===== config.mk =====
export PLATFORM = sky130hd
export DESIGN_NAME = bslu_seq
export DESIGN_NICKNAME = d
export VERILOG_FILES = /design/src/rtl/bslu_seq_pkg.sv /design/src/rtl/bslu_seq_memif.sv /design/src/rtl/bslu_seq.sv
export SDC_FILE = /design/constraint.sdc
export NUM_CORES = 1
export LEC_CHECK = 0
export ABC_AREA = 0
export ABC_CLOCK_PERIOD_IN_PS = 11500
export CAP_MARGIN = 20
export CORE_MARGIN = 3
export CORE_UTILIZATION = 40
export DETAILED_ROUTE_END_ITERATION = 8
export MAX_ROUTING_LAYER = met4
export PLACE_DENSITY = 0.68
export SYNTH_ARGS = -nofsm -noshare
export SYNTH_HDL_FRONTEND = slang
export SYNTH_SLANG_ARGS = --single-unit

===== constraint.sdc =====
create_clock -name clk -period 11.5 [get_ports clk]
set_clock_uncertainty 0.05 [all_clocks]
set_input_delay 3.45 -clock clk [delete_from_list [all_inputs] [get_ports clk]]
set_output_delay 3.45 -clock clk [all_outputs]
set_load 0.01 [all_outputs]

===== src/rtl/bslu_seq_pkg.sv =====
// Shared constants for the bit-serial BSLU sequencer: command opcodes,
// BSLU one-hot op/register encodings and the sequencer state encoding.
package bslu_seq_pkg;

  // Command opcodes; 5..7 are rejected as illegal.
  localparam logic [2:0] CMD_COPY = 3'd0;
  localparam logic [2:0] CMD_NOT  = 3'd1;
  localparam logic [2:0] CMD_AND  = 3'd2;
  localparam logic [2:0] CMD_OR   = 3'd3;
  localparam logic [2:0] CMD_XOR  = 3'd4;

  // One-hot BSLU operation bus.
  localparam logic [7:0] OP_NONE = 8'h00;
  localparam logic [7:0] OP_MOV  = 8'h01;
  localparam logic [7:0] OP_SET  = 8'h02;
  localparam logic [7:0] OP_SETV = 8'h04;
  localparam logic [7:0] OP_NOT  = 8'h08;
  localparam logic [7:0] OP_AND  = 8'h10;
  localparam logic [7:0] OP_OR   = 8'h20;
  localparam logic [7:0] OP_XOR  = 8'h40;
  localparam logic [7:0] OP_SEL  = 8'h80;

  // One-hot BSLU register selects.
  localparam logic [2:0] REG_NONE = 3'b000;
  localparam logic [2:0] REG_SA   = 3'b001;
  localparam logic [2:0] REG_CR   = 3'b010;
  localparam logic [2:0] REG_PR   = 3'b100;

  typedef enum logic [2:0] {
    ST_IDLE = 3'd0,
    ST_RD1  = 3'd1,
    ST_MV   = 3'd2,
    ST_RD2  = 3'd3,
    ST_ALU  = 3'd4,
    ST_WR   = 3'd5,
    ST_DONE = 3'd6
  } state_t;

  function automatic logic is_legal(input logic [2:0] op);
    return (op <= CMD_XOR);
  endfunction

  // BSLU operation issued in the ALU step for a given command.
  function automatic logic [7:0] alu_op(input logic [2:0] op);
    case (op)
      CMD_NOT: return OP_NOT;
      CMD_AND: return OP_AND;
      CMD_OR:  return OP_OR;
      CMD_XOR: return OP_XOR;
      default: return OP_NONE;
    endcase
  endfunction

endpackage


===== src/rtl/bslu_seq_memif.sv =====
// Row-port front end shared by the RD1, RD2 and WR states. The request is
// held for as long as the owning state is active (the state only advances
// on fin), and the address is forced to zero whenever no access is pending
// so the port never shows a stale row. An ack without a request is ignored.
module bslu_seq_memif #(
  parameter int AW = 16
) (
  input  logic          access,
  input  logic          we,
  input  logic [AW-1:0] addr,
  input  logic          mem_ack,
  output logic          mem_req,
  output logic          mem_we,
  output logic [AW-1:0] mem_addr,
  output logic          fin
);

  // Qualify request, direction and address with the access window.
  always_comb begin
    mem_req  = access;
    mem_we   = access & we;
    mem_addr = access ? addr : '0;
    fin      = access & mem_ack;
  end

endmodule


===== src/rtl/bslu_seq.sv =====
// Bit-serial micro-op sequencer: expands one vertical bitwise command into
// per-bit row reads, BSLU register ops and row write-backs.
// Optional macro BSLU_SEQ_PERF_EN adds perf_cycles / perf_stall counters.
//
// Command handshake: a command transfers on a rising edge where
// cmd_valid & cmd_ready are both high. cmd_ready is high only in IDLE and
// does not depend on cmd_valid; all cmd_* fields are captured at transfer.
module bslu_seq
  import bslu_seq_pkg::*;
#(
  parameter int AW  = 16,
  parameter int NBW = 6
) (
  input  logic           clk,
  input  logic           rst,
  input  logic           cmd_valid,
  output logic           cmd_ready,
  input  logic [2:0]     cmd_op,
  input  logic [AW-1:0]  cmd_src1,
  input  logic [AW-1:0]  cmd_src2,
  input  logic [AW-1:0]  cmd_dst,
  input  logic [NBW-1:0] cmd_nbits,
  output logic           mem_req,
  output logic           mem_we,
  output logic [AW-1:0]  mem_addr,
  input  logic           mem_ack,
  output logic [7:0]     bslu_op,
  output logic [2:0]     bslu_rs1,
  output logic [2:0]     bslu_rs2,
  output logic [2:0]     bslu_rd,
  output logic           busy,
  output logic           done,
  output logic           err
`ifdef BSLU_SEQ_PERF_EN
  ,
  output logic [31:0]    perf_cycles,
  output logic [31:0]    perf_stall
`endif
);

  state_t         state, state_d;
  logic [NBW-1:0] bit_idx, bit_d;
  logic [2:0]     op_q;
  logic [AW-1:0]  src1_q, src2_q, dst_q;
  logic [NBW-1:0] nbits_q;
  logic           err_q;

  logic           accept;
  logic           acc, acc_we, fin;
  logic [AW-1:0]  acc_addr;
  logic [AW-1:0]  idx_ext;
  logic           last_bit;

  assign cmd_ready = (state == ST_IDLE);
  assign accept    = cmd_valid & cmd_ready;
  assign busy      = (state != ST_IDLE) && (state != ST_DONE);
  assign done      = (state == ST_DONE);
  assign err       = err_q;
  assign idx_ext   = AW'(bit_idx);
  assign last_bit  = ({1'b0, bit_idx} + 1'b1) >= {1'b0, nbits_q};

  bslu_seq_memif #(.AW(AW)) u_memif (
    .access   (acc),
    .we       (acc_we),
    .addr     (acc_addr),
    .mem_ack  (mem_ack),
    .mem_req  (mem_req),
    .mem_we   (mem_we),
    .mem_addr (mem_addr),
    .fin      (fin)
  );

  // State register, bit counter, command capture and the err pulse.
  always_ff @(posedge clk) begin
    if (rst) begin
      state   <= ST_IDLE;
      bit_idx <= '0;
      op_q    <= '0;
      src1_q  <= '0;
      src2_q  <= '0;
      dst_q   <= '0;
      nbits_q <= '0;
      err_q   <= 1'b0;
    end else begin
      state   <= state_d;
      bit_idx <= bit_d;
      err_q   <= accept & ~is_legal(cmd_op);
      if (accept) begin
        op_q    <= cmd_op;
        src1_q  <= cmd_src1;
        src2_q  <= cmd_src2;
        dst_q   <= cmd_dst;
        nbits_q <= cmd_nbits;
      end
    end
  end

  // Next-state, row-port access and BSLU bus decode per state.
  always_comb begin
    state_d  = state;
    bit_d    = bit_idx;
    acc      = 1'b0;
    acc_we   = 1'b0;
    acc_addr = '0;
    bslu_op  = OP_NONE;
    bslu_rs1 = REG_NONE;
    bslu_rs2 = REG_NONE;
    bslu_rd  = REG_NONE;
    unique case (state)
      ST_IDLE: begin
        if (accept) begin
          bit_d = '0;
          if (!is_legal(cmd_op))    state_d = ST_IDLE;
          else if (cmd_nbits == '0) state_d = ST_DONE;
          else                      state_d = ST_RD1;
        end
      end
      ST_RD1: begin
        acc      = 1'b1;
        acc_addr = src1_q + idx_ext;
        if (fin) begin
          if (op_q == CMD_COPY)     state_d = ST_WR;
          else if (op_q == CMD_NOT) state_d = ST_ALU;
          else                      state_d = ST_MV;
        end
      end
      ST_MV: begin
        // Park operand A in pr so sa is free for operand B.
        bslu_op  = OP_MOV;
        bslu_rs1 = REG_SA;
        bslu_rd  = REG_PR;
        state_d  = ST_RD2;
      end
      ST_RD2: begin
        acc      = 1'b1;
        acc_addr = src2_q + idx_ext;
        if (fin) state_d = ST_ALU;
      end
      ST_ALU: begin
        bslu_op  = alu_op(op_q);
        bslu_rs1 = REG_SA;
        bslu_rs2 = (op_q == CMD_NOT) ? REG_NONE : REG_PR;
        bslu_rd  = REG_SA;
        state_d  = ST_WR;
      end
      ST_WR: begin
        acc      = 1'b1;
        acc_we   = 1'b1;
        acc_addr = dst_q + idx_ext;
        if (fin) begin
          if (last_bit) begin
            state_d = ST_DONE;
          end else begin
            bit_d   = bit_idx + 1'b1;
            state_d = ST_RD1;
          end
        end
      end
      ST_DONE: state_d = ST_IDLE;
      default: state_d = ST_IDLE;
    endcase
  end

`ifdef BSLU_SEQ_PERF_EN
  // Busy and memory-stall cycle counters for the most recent command.
  always_ff @(posedge clk) begin
    if (rst) begin
      perf_cycles <= '0;
      perf_stall  <= '0;
    end else if (accept) begin
      perf_cycles <= '0;
      perf_stall  <= '0;
    end else begin
      if (busy)                perf_cycles <= perf_cycles + 32'd1;
      if (mem_req && !mem_ack) perf_stall  <= perf_stall + 32'd1;
    end
  end
`endif

endmodule


==> results.py <==
metrics = {
    "global_route": {
        "grt_pass1_vias": 3527,
        "antenna_found_initial": 0,
        "grt_pass1_wl_mm": 16.9,
        "grt_max_degree": 59,
        "gr-total-overflow": 0,
        "grt_util_all_layers": 0.207,
    },
    "power_and_ir_drop": {
        "p_sw_frac": 0.320,
        "combinationalPowerShare": 0.259,
        "p_int_mw": 0.434,
        "p_switching_mw": 0.205,
        "powerDensity_nw_per_um2": 131,
        "clock_power_share": 0.312,
        "p_leak_nw": 1.87,
        "p_seq_frac": 0.429,
        "peakVddDrop_mv": 0.0621,
    },
    "critical_path": {
        "endpoint_kind": "primary output",
        "r2r-start": "bit_idx[0]$_SDFFE_PP0P_",
        "critPathMaxFanout": 21,
        "worstSetupStartpoint": "state[0]$_SDFFE_PP0P_",
        "reg2reg_to": "bit_idx[0]$_SDFFE_PP0P_",
        "reg2reg_slack_ps": 8350,
        "reg2reg_depth": 11,
        "endpoint": "mem_addr[14]",
        "cp-start-kind": "flip-flop",
        "critPathArrivalTime_ps": 4460,
        "worstPathRequired_ps": 8000,
        "crit_type": "reg -> out",
    },
    "synth": {
        "synthSimpleGateAreaFrac": 0.255,
        "synth_edf_count": 0,
        "synthArstFlopShare": 0,
        "synthAdderAreaFrac": 0.0516,
        "synth_xor_area_frac": 0.0139,
        "synthDistinctLibCells": 55,
        "synth_seq_area_share": 0.354,
        "ys.flop_type": "dfxtp_1",
        "synth-compound-area-share": 0.247,
        "synth_area_um2": 3780,
        "syn_inst": 523,
        "ys_ff_latch": 67,
        "synth_top_family_by_area": "simple AND/OR/NAND/NOR gates",
        "syn_area_per_cell_um2": 7.23,
        "synth.area.mux_share": 0.00562,
        "yosysWarnings": 0,
    },
    "sta": {
        "maxSlewHeadroom": 0.320,
        "rsz0062_at_grt": "false",
        "setup_viol": 0,
        "tightest_slew_ps": 1020,
        "fin_crit_sh": 0.692,
        "fin_crit_ps": 7960,
        "fin_tns_setup_ps": 0,
        "slew_violations": 0,
        "hold_violations": 0,
        "max_freq_mhz": 126,
    },
    "clocking": {
        "cts_hold_buf": 0,
        "cts_root_buffer": "clkbuf_8",
        "htreeDepth": 3,
        "cts_inserted_buffers": 9,
        "cts_resized": 0,
        "cts_buffer_depth": 2,
        "clk_latency_ps": 350,
        "post_cts_buffers": 0,
        "cts_tree": "built",
        "clock_sinks": 67,
        "path_clk_slew_ps": 80,
    },
    "place": {
        "port_buffers": 91,
        "gp_congestion": 0.947,
        "dp_cells": 687,
        "dpl_cell_area_um2": 4680,
        "hpwl_mm": 7.69,
    },
    "cells_and_area": {
        "fillCellCount": 889,
        "syn2layout_area_growth_pct": 29.0,
        "drive_above_1_share": 0.0538,
        "nets": 666,
        "insertedDiodeCount": 0,
        "stdcell_area_um2": 4880,
        "final_core_util": 0.546,
        "instances_no_fill": 703,
    },
    "floorplan": {
        "row_count": 34,
        "die_w_um": 103,
        "fp.coreArea_um2": 8930,
        "ioPinCount": 100,
        "start_util": 0.424,
        "dieArea_um2": 10700,
        "fp.dieH_um": 103,
    },
    "route": {
        "drt-initial-drc-count": 149,
        "drt-pass1-iter-count": 5,
        "wl_per_cell_um": 14.7,
        "vias": 3778,
        "drt-total-wl_mm": 10.3,
        "via_per_inst": 5.37,
        "drc": 0,
        "ant_nets": 0,
    },
    "worst_hold_path": {
        "worstHoldPathType": "reg -> reg",
    },
    "flow_run": {
        "drv_cap": 0,
    },
    "run_status": {
        "status": "finished, final reports clean",
    },
}
state kept, by name (all words and copies together), names as in the netlist:
register,cells
src2_q,16
state,3
src1_q,16
bit_idx,6
err,1
dst_q,16
nbits_q,6
op_q,3
stage by stage:
stage	hold slack (ps)	power, mW	setup slack (ps)
after floorplan	386	0.383	4790
after global placement	396	0.440	4000
after detailed placement	400	0.446	3900
after CTS	411	0.646	3490
after global routing	436	0.678	3200
final	410	0.639	3540
power by group through the flow:
stage / clock network [mW] / logic [mW] / registers [mW]
after floorplan: 0 / 0.115 / 0.268
after global placement: 0 / 0.162 / 0.279
after detailed placement: 0 / 0.167 / 0.279
after CTS: 0.205 / 0.168 / 0.274
after global routing: 0.215 / 0.186 / 0.277
final: 0.200 / 0.165 / 0.274
cell usage in the layout, fill, tap and decap left out, types with 8 or more instances in the layout:
| cell | instances |
|---|---|
| o22ai_1 | 26 |
| inv_1 | 11 |
| dfxtp_1 | 67 |
| clkdlybuf4s50_1 | 90 |
| nand2_1 | 127 |
| nor2_1 | 26 |
| nand3_1 | 12 |
| clkbuf_8 | 10 |
| nor3_1 | 13 |
| ha_1 | 14 |
| a21o_1 | 11 |
| a21oi_1 | 88 |
| o21ai_0 | 9 |
| conb_1 | 8 |
kinds of logic (layout without fill, tap and decap cells):
group,count (synthesis),in the layout
compound gates,158,158
mux,2,2
other cells,1,8
xor+xnor,6,6
flops,67,67
buf+inv,57,122
fa+ha+maj,15,15
simple gates,217,217
cells in the mapped netlist, types with 2 or more instances:
cell type  instances  share of area
nand2_1          128           0.13
a21oi_1           88           0.12
dfxtp_1           67           0.35
nor2_1            26          0.026
o22ai_1           26          0.043
clkbuf_1          24          0.024
ha_1              14          0.046
nor3_1            13          0.017
buf_4             12          0.024
nand3_1           12          0.016
a21o_1            11          0.022
inv_1             11          0.011
o21ai_0            9          0.012
buf_1              5         0.0050
nand2b_1           5         0.0083
or2_2              5         0.0083
and2_1             4         0.0066
and3_1             4         0.0066
o221ai_1           4         0.0093
buf_2              3         0.0040
nand4_1            3         0.0050
nor4_1             3         0.0050
o41ai_1            3         0.0069
or3_1              3         0.0050
xnor2_1            3         0.0069
xor2_1             3         0.0069
a2bb2o_1           2         0.0053
a31oi_1            2         0.0033
nor4b_1            2         0.0046
o21bai_1           2         0.0040
o31ai_1            2         0.0040
layout make-up:
class | count | area, um^2 | area share
clock buffers | 11 | 141 | 0.0290
clock inverters | 5 | 62.6 | 0.0128
inverters | 12 | 45.0 | 0.00923
multi-input cells | 406 | 2200 | 0.451
flip-flops and latches | 67 | 1340 | 0.275
well taps | 108 | 135 | 0.0277
repair buffers | 94 | 953 | 0.195
layer usage:
layer | GRT usage | up-vias | share of wire
li1 | - | 1948 | -
met1 | 0.266 | 1720 | 0.47
met2 | 0.329 | 101 | 0.47
met3 | 0.0483 | 9 | 0.053
met4 | 0.0538 | 0 | 0.013
met5 | - | - | 0
worst min path at each step:
| stage | start | end | slack [ps] | cells after the start |
|---|---|---|---|---|
| global route | dst_q[1]$_SDFFE_PP0P_ | dst_q[1]$_SDFFE_PP0P_ | 440 | 2 |
| finish | nbits_q[1]$_SDFFE_PP0P_ | nbits_q[1]$_SDFFE_PP0P_ | 410 | 2 |
| floorplan | dst_q[13]$_SDFFE_PP0P_ | dst_q[13]$_SDFFE_PP0P_ | 390 | 2 |
| detailed placement | nbits_q[1]$_SDFFE_PP0P_ | nbits_q[1]$_SDFFE_PP0P_ | 400 | 2 |
| global placement | nbits_q[1]$_SDFFE_PP0P_ | nbits_q[1]$_SDFFE_PP0P_ | 400 | 2 |
| CTS | nbits_q[1]$_SDFFE_PP0P_ | nbits_q[1]$_SDFFE_PP0P_ | 410 | 2 |
critical path: stages, from the launching register on:
cell	delay [ps]
dfxtp_1	730
o21a_1	510
o22ai_1	130
a21oi_1	220
ha_1	220
inv_1	60
fa_1	390
o21ai_0	300
a31oi_1	220
or3_1	430
o41ai_1	320
clkdlybuf4s50_1	590
(Power assumes the default switching activity.)
